<file path="src/rtl/row_accum_pkg.sv">
// Shared widths, row types and controller states for the row accumulator slice.
// Single-cycle row add; no storage of its own, so no back-pressure concerns.
package row_accum_pkg;

   localparam int ELEM_W   = 16;
   localparam int NUM_ELEM = 3;
   localparam int DEG_W    = 8;

   typedef logic [ELEM_W-1:0]   elem_t;
   typedef elem_t [NUM_ELEM-1:0] row_t;
   typedef logic [DEG_W-1:0]    deg_t;

   typedef enum logic [1:0] {IDLE, ACCUM, EMIT} state_t;

endpackage

</file>
<file path="src/rtl/row_accum_ctrl_if.sv">
// Control and row-stream bundle between the fetch stage, the accumulator and the combine stage.
// Pure wiring: valid/ready on both streams, start/deg pulse for node setup.
interface row_accum_ctrl_if;
   import row_accum_pkg::*;

   logic start;
   deg_t deg;
   logic busy;
   logic in_valid;
   logic in_ready;
   row_t in_row;
   logic out_valid;
   logic out_ready;
   row_t out_row;

   modport master (
      output start, deg, in_valid, in_row, out_ready,
      input  busy, in_ready, out_valid, out_row
   );

   modport slave (
      input  start, deg, in_valid, in_row, out_ready,
      output busy, in_ready, out_valid, out_row
   );

endinterface

</file>
<file path="src/rtl/row_accum_reg.sv">
// Accumulator bank with element-wise adders; sum lands one cycle after add_en.
// Saturating adds when ROW_ACCUM_SAT_EN is defined, modulo wrap otherwise; no back-pressure.
module row_accum_reg
   import row_accum_pkg::*;
(
   input  logic clk,
   input  logic rst_n,
   input  logic clr,
   input  logic add_en,
   input  row_t row,
   output row_t acc
);

   row_t sum;

`ifdef ROW_ACCUM_SAT_EN
   logic [NUM_ELEM-1:0][ELEM_W:0] wide;

   // Clamping on carry-out also keeps an already saturated element pinned at all ones.
   always_comb begin
      wide = '0;
      sum  = '0;
      for (int i = 0; i < NUM_ELEM; i++) begin
         wide[i] = {1'b0, acc[i]} + {1'b0, row[i]};
         sum[i]  = wide[i][ELEM_W] ? '1 : wide[i][ELEM_W-1:0];
      end
   end
`else
   always_comb begin
      sum = '0;
      for (int i = 0; i < NUM_ELEM; i++) begin
         sum[i] = acc[i] + row[i];
      end
   end
`endif

   always_ff @(posedge clk or negedge rst_n) begin
      if (!rst_n) begin
         acc <= '0;
      end else if (clr) begin
         acc <= '0;
      end else if (add_en) begin
         acc <= sum;
      end
   end

endmodule

</file>
<file path="src/rtl/row_accum_ctrl.sv">
// Per-node neighbour aggregation: sums deg rows and emits one row; out_valid the cycle after the last input (ROW_ACCUM_SAT_EN selects saturation).
// in_valid low stalls accumulation, out_ready low holds the result; nothing is dropped.
module row_accum_ctrl
   import row_accum_pkg::*;
(
   input  logic              clk,
   input  logic              rst_n,
   row_accum_ctrl_if.slave   bus
);

   state_t state_q, state_d;
   deg_t   rem_q, rem_d;
   logic   clr;
   logic   add_en;
   row_t   acc;

   row_accum_reg u_acc (
      .clk    (clk),
      .rst_n  (rst_n),
      .clr    (clr),
      .add_en (add_en),
      .row    (bus.in_row),
      .acc    (acc)
   );

   always_ff @(posedge clk or negedge rst_n) begin
      if (!rst_n) begin
         state_q <= IDLE;
         rem_q   <= '0;
      end else begin
         state_q <= state_d;
         rem_q   <= rem_d;
      end
   end

   always_comb begin
      state_d = state_q;
      rem_d   = rem_q;
      clr     = 1'b0;
      add_en  = 1'b0;
      unique case (state_q)
         IDLE: begin
            if (bus.start) begin
               clr     = 1'b1;
               rem_d   = bus.deg;
               // A zero-degree node skips straight to emitting the cleared row.
               state_d = (bus.deg == '0) ? EMIT : ACCUM;
            end
         end
         ACCUM: begin
            if (bus.in_valid) begin
               add_en = 1'b1;
               rem_d  = rem_q - deg_t'(1);
               if (rem_q == deg_t'(1)) begin
                  state_d = EMIT;
               end
            end
         end
         EMIT: begin
            if (bus.out_ready) begin
               state_d = IDLE;
            end
         end
         default: state_d = IDLE;
      endcase
   end

   // Outputs decode straight from registers, so out_row stays stable while EMIT is held.
   assign bus.busy      = (state_q != IDLE);
   assign bus.in_ready  = (state_q == ACCUM);
   assign bus.out_valid = (state_q == EMIT);
   assign bus.out_row   = acc;

endmodule

</file>
<file path="src/flat_wrapper.sv">
// flat-port wrapper written by rule: the top's interface ports become plain ports
module row_accum_ctrl_flat import row_accum_pkg::*;
  (clk, rst_n, bus_start, bus_deg, bus_in_valid, bus_in_row, bus_out_ready, bus_busy, bus_in_ready, bus_out_valid, bus_out_row);
  row_accum_ctrl_if bus_i ();
  input  logic clk;
  input  logic rst_n;
  input wire logic [$bits(bus_i.start)-1:0] bus_start;
  input wire logic [$bits(bus_i.deg)-1:0] bus_deg;
  input wire logic [$bits(bus_i.in_valid)-1:0] bus_in_valid;
  input wire logic [$bits(bus_i.in_row)-1:0] bus_in_row;
  input wire logic [$bits(bus_i.out_ready)-1:0] bus_out_ready;
  output wire logic [$bits(bus_i.busy)-1:0] bus_busy;
  output wire logic [$bits(bus_i.in_ready)-1:0] bus_in_ready;
  output wire logic [$bits(bus_i.out_valid)-1:0] bus_out_valid;
  output wire logic [$bits(bus_i.out_row)-1:0] bus_out_row;
  assign bus_i.start = bus_start;
  assign bus_i.deg = bus_deg;
  assign bus_i.in_valid = bus_in_valid;
  assign bus_i.in_row = bus_in_row;
  assign bus_i.out_ready = bus_out_ready;
  assign bus_busy = bus_i.busy;
  assign bus_in_ready = bus_i.in_ready;
  assign bus_out_valid = bus_i.out_valid;
  assign bus_out_row = bus_i.out_row;
  row_accum_ctrl u_core (.clk(clk), .rst_n(rst_n), .bus(bus_i));
endmodule
</file>
<file path="config.mk">
export PLATFORM = sky130hd
export DESIGN_NAME = row_accum_ctrl_flat
export DESIGN_NICKNAME = d
export VERILOG_FILES = /design/src/rtl/row_accum_pkg.sv /design/src/rtl/row_accum_ctrl_if.sv /design/src/rtl/row_accum_reg.sv /design/src/rtl/row_accum_ctrl.sv /design/src/flat_wrapper.sv
export SDC_FILE = /design/constraint.sdc
export NUM_CORES = 1
export LEC_CHECK = 0
export CAP_MARGIN = 20
export CORE_UTILIZATION = 25
export DETAILED_ROUTE_END_ITERATION = 10
export HOLD_SLACK_MARGIN = 0.02
export SETUP_SLACK_MARGIN = 0.2
export SYNTH_ARGS = -nofsm -noshare
export SYNTH_HDL_FRONTEND = slang
export SYNTH_HIERARCHICAL = 1
export SYNTH_SLANG_ARGS = --single-unit
</file>
<file path="constraint.sdc">
create_clock -name clk -period 2.75 [get_ports clk]
set_input_delay 0.55 -clock clk [delete_from_list [all_inputs] [get_ports clk]]
set_output_delay 0.55 -clock clk [all_outputs]
set_load 0.02 [all_outputs]
</file>
======== Word-level counts from Yosys, hierarchy flattened ========
Cells that the tools add are included.
storage, ports and cells
  input port bits ......................... 61
  register bits ........................... 58
  word-level logic and storage cells ...... 38
  output and inout bits ................... 51
operators by class
  add/subtract/negate cells ............... 4
  equality and inequality tests ........... 7
  muxes and demuxes ....................... 15
  reduce and logical (&&, ||, !) cells .... 7
operators by type and width
  operator                                                count
  two-way mux 48 bit                                      2
  adder 16 bit                                            3
  two-way mux 8 bit                                       2
  case mux 8 bit (2 select lines)                         1
  two-way mux 2 bit                                       5
  == test 8 x 1 -> 1 bit (second input constant)          1
  logical NOT 8 bit                                       1
  subtractor 8 x 1 -> 8 bit (second input constant)       1
  inequality test 2 bit (second input constant)           3
  case mux 2 bit (3 select lines)                         1
  nonzero test 2 bit                                      3
  two-way mux 1 bit                                       4
  AND reduction 4 bit                                     1
  AND reduction 3 bit                                     1
  == test 2 x 1 -> 1 bit (second input constant)          1
  == test 2 bit (second input constant)                   1
  logical NOT 2 bit                                       1
  inequality test 2 x 1 -> 1 bit (second input constant)  1

======== Longest topological paths before layout ========
  depth in word-level cells ............... 4
  depth in mapped cells ................... 11
  mapped depth without buffers ............ 9

======== By module ========
The synthesis kept the hierarchy.
by module, submodules not included
  module          area each (um^2)  seq. area each (um^2)  times used  cells an instance
  row_accum_reg   4166.5            1201.2                 1           486
  row_accum_ctrl  659.4             250.2                  1           80

======== Worst setup path after synthesis ========
No wires, ideal clock.
  path type ............................... register to register
  from .................................... register u_core.state_q[1]
  to ...................................... register u_core/u_acc/acc[30] (netlist name)
  setup slack ............................. 237 ps
  cell stages (with the launch flop) ...... 11
  setup time .............................. 87 ps
  clock period less this slack ............ 2513 ps
  path buffers ............................ 4
  required time ........................... 2663 ps
  data arrival time ....................... 2426 ps
  cells stage by stage .................... dfrtp_1 buf_2 nand2b_1 clkinv_1 clkbuf_1 and2_1 clkbuf_1 nor2_1 clkbuf_1 nand2_1 o211ai_1
on the way
  word-level cells in the longest chain between the ends .. 3
  elaborated cells between the ends (all ways) .. 6
  classes of those cells .................. eq/ne: 1; mux: 3; reduce/logical: 2
RTL lines
  what                          RTL line              RTL
  start, declared               row_accum_ctrl.sv:11  state_t state_q, state_d;
  start signal, assigned        row_accum_ctrl.sv:31  state_q <= state_d;
  == test 2 x 1 -> 1 bit        n/a
  named net bus_in_ready        flat_wrapper.sv:13    output wire logic [$bits(bus_i.in_ready)-1:0] bus_in_ready;
  two-way mux 1 bit             row_accum_ctrl.sv:41  unique case (state_q)
  named net u_core.add_en       row_accum_ctrl.sv:14  logic add_en;
  nonzero test 2 bit (no line)  n/a
  end signal, assigned          row_accum_reg.sv:43   acc <= sum;
  end, declared                 row_accum_reg.sv:11   output row_t acc
The timed path passes the listed nets, and every way through them passes these cells.
A chain may end at the register's enable or synchronous reset.

======== Worst setup path in the final report ========
  from .................................... input port bus_in_row[1]
  to ...................................... register u_core/u_acc/acc[13] (netlist name)
on the way
  word-level cells in the longest chain between the ends .. 3
RTL lines
  what                RTL line             RTL
  start, declared     flat_wrapper.sv:10   input wire logic [$bits(bus_i.in_row)-1:0] bus_in_row;
  adder 16 bit        row_accum_reg.sv:32  sum[i] = acc[i] + row[i];
  two-way mux 48 bit  row_accum_reg.sv:42  end else if (add_en) begin
  two-way mux 48 bit  row_accum_reg.sv:40  end else if (clr) begin
No other way between the ends. The select of a mux whose other input is x is not followed.

==> impl_metrics.ini <==
[timing]
tightestPinTransition_ns = 0.9754
tns_ns = 0
max_freq_mhz = 409.5
finClkSkew_ns = 0.008933
slew_violations = 0
worst_slew_margin_rel_pct = 34.73
setup_viol = 0
finalCriticalPeriod_ns = 2.442
post-route-period-util_pct = 88.80
rsz0062_at_grt = no
hold_viol_final = 0

[floorplanning]
start_util_pct = 25.63
num_rows = 50
die_width_um = 140.9
design.die.area_um2 = 19860
fp.dieH_um = 140.9
fp.coreArea_um2 = 18830
io_pins = 112

[power_and_ir_drop]
pwr-share-comb_pct = 62.9
clockPowerShare_pct = 16.4
p_per_area_nw_per_um2 = 1046
p_leak_uw = 0.003267
internal_power_uw = 4316
p_switching_uw = 3246
swShare_pct = 42.92
vdd_ir_drop_max_mv = 0.3686
power_frac_seq_pct = 20.8

[synth]
synth_top_cell_area_share_pct = 30.08
syn_area_um2 = 4826
synth_area_per_cell_um2 = 8.526
synth_edf_count = 0
syn-num-nets = 677
ys_seq_area_share_pct = 30.08
synth_area_leaders = dfrtp_1 30%, ha_1 12%, a21oi_1 5.9%
synth_most_common_cell = dfrtp_1
synth_common_cells = 58 x dfrtp_1, 57 x a21oi_1, 53 x nand2_1, 47 x ha_1, 46 x nor2_1
ys_async_sr_fraction_pct = 100.0
synthesis.instances = 566
synth-seq-cells = 58
yosysTopAreaCell = dfrtp_1
synth_flop_cell = dfrtp_1
yosys_warnings = 6
synth_cell_types = 68

[clocking]
cts_tree = done
holdBufCountCts = 0
cts_root_buffer = clkbuf_16
cts_buffers = 9
insertion_delay_ns = 0.34
max-clock-path-buffers = 2
htree_levels = 3
clk_pin_slew_ns = 0.06
cts.sinks = 58

[global_route]
grt_pass1_wl_mm = 24.03
overflow = 0
antenna_found_initial = 0
grt_max_degree = 29
grt_usage_pct = 15.38
grt_pass1_vias = 4674

[critical_path]
startpoint_type = input port
crit_fanout = 4
crit_type = in -> reg
crit_arrival_ns = 2.64
end_kind = flip-flop
rrSetupSlack_ns = 0.48
crit_required_ns = 2.95

[hold_path]
min_path_type = in -> async

[finish]
insertedDiodeCount = 0
drive_above_1_share_pct = 18.46
syn_to_final_growth_pct = 49.78
fin_nets = 860
design_area_um2 = 7228
fin_util_pct = 38.39

[status]
status = finished, final reports clean

[drt]
routed_wl_mm = 15.06
drtAntennaViolNets = 0
drcViolationCount = 0
vias = 4949
firstDrtPassIters = 4
wl_per_cell_um = 14.86
drtIter0Drc = 267
vias_per_cell = 4.885

[place]
gp_congestion = 0.8371
post-dp-hpwl_mm = 11.48
place_area_um2 = 6764
io_buffers = 111

[flow_run]
drv_cap = 0
flip-flops by register name, summed over array words and instances (netlist names):
| name | count |
|---|---|
| u_core/rem_q | 8 |
| u_core/state_q | 2 |
| u_core/u_acc/acc | 48 |
stage by stage:
step	hold slack [ns]	total power [µW]	setup WS, ns	instances
global route	0.1684	8170	0.1915	1013
CTS	0.1535	7536	0.2062	1007
floorplan	0.2544	4305	0.2371	566
finish	0.1485	7562	0.3080	1013
detailed placement	0.5001	6204	-0.2543	992
global placement	0.4978	6185	-0.2097	992
cell families after synthesis:
family	Yosys count	synth area share, %
compound gates	184	25.38
simple gates	202	21.29
buf+inv	37	2.956
mux	18	3.785
fa+ha+maj	50	13.43
flops	58	30.08
xor+xnor	17	3.085
final cells by class:
type	instances	area, µm²
timing repair buffer	189	1727
multi-input combinational	471	3331
clock buffer	10	239.0
fill	1896	11600
tap	260	325.3
inverter	20	75.07
sequential	58	1453
clock inverter	5	78.83
power by group through the flow:
stage / Sequential, µW / Clock [µW] / Combinational (µW)
floorplan: 1830 / 0 / 2470
global placement: 1580 / 0 / 4610
detailed placement: 1580 / 0 / 4630
CTS: 1570 / 1280 / 4680
global route: 1630 / 1320 / 5220
finish: 1570 / 1240 / 4750
critical path: stages:
cell and delay, ns:
clkdlybuf4s50_1 0.43, buf_4 0.14, ha_1 0.28, a21o_1 0.20, and4_1 0.25, o21ai_1 0.34
a21oi_1 0.15, mux2i_1 0.16, o311ai_0 0.14
cells in the final DEF (no fill, tap or decap), types with 4 or more instances in the layout:
cell	netlist	final
nor4_1	5	5
nor3_1	10	10
clkdlybuf4s50_1	0	106
xnor2_1	11	11
or3_1	10	10
mux2i_1	16	16
dfrtp_1	58	57
a31o_2	4	4
a21oi_1	57	51
a31oi_1	4	4
nor2b_1	8	7
inv_1	19	17
dlymetal6s2s_1	0	4
nand4_1	6	6
a21oi_2	1	5
ha_1	47	44
nand2_1	53	53
o21a_1	9	9
nand3b_1	8	8
and3_1	8	8
nor2_1	46	45
a211oi_1	6	6
and4_1	5	5
nand2b_1	8	5
buf_4	0	76
o211ai_1	12	12
a21o_1	22	22
o21ai_0	29	26
xor2_1	6	6
nand3_1	22	22
clkbuf_16	0	9
routing by layer:
layer | global-route usage [%] | up-vias | routed length (µm)
met5 | 0 | - | 0
met4 | 5.320 | 0 | 248
met3 | 2.344 | 18 | 668
met2 | 25.24 | 99 | 7010
met1 | 20.51 | 2341 | 7127
li1 | - | 2491 | -
what timing repair did:
item,CTS,global route
pin swaps,1,17
setup endpoints to repair,5,15
setup buffers,0,6
gates resized for setup,7,26
hold endpoints to repair,0,0
path summary, 6_finish.rpt:
check / start / end / cells after the start
min in group clk: u_core/u_acc/acc[27]$_DFFE_PN0P_ / u_core/u_acc/acc[27]$_DFFE_PN0P_ / 2
setup reg to reg: u_core/u_acc/acc[32]$_DFFE_PN0P_ / u_core/u_acc/acc[47]$_DFFE_PN0P_ / 8
max in group asynchronous: rst_n / u_core/u_acc/acc[5]$_DFFE_PN0P_ / 2
hold / removal: rst_n / u_core/u_acc/acc[12]$_DFFE_PN0P_ / 1
hold reg to reg: u_core/u_acc/acc[27]$_DFFE_PN0P_ / u_core/u_acc/acc[27]$_DFFE_PN0P_ / 2
setup / recovery: bus_in_row[1] / u_core/u_acc/acc[13]$_DFFE_PN0P_ / 9
Power figures use the tool's default switching activity.
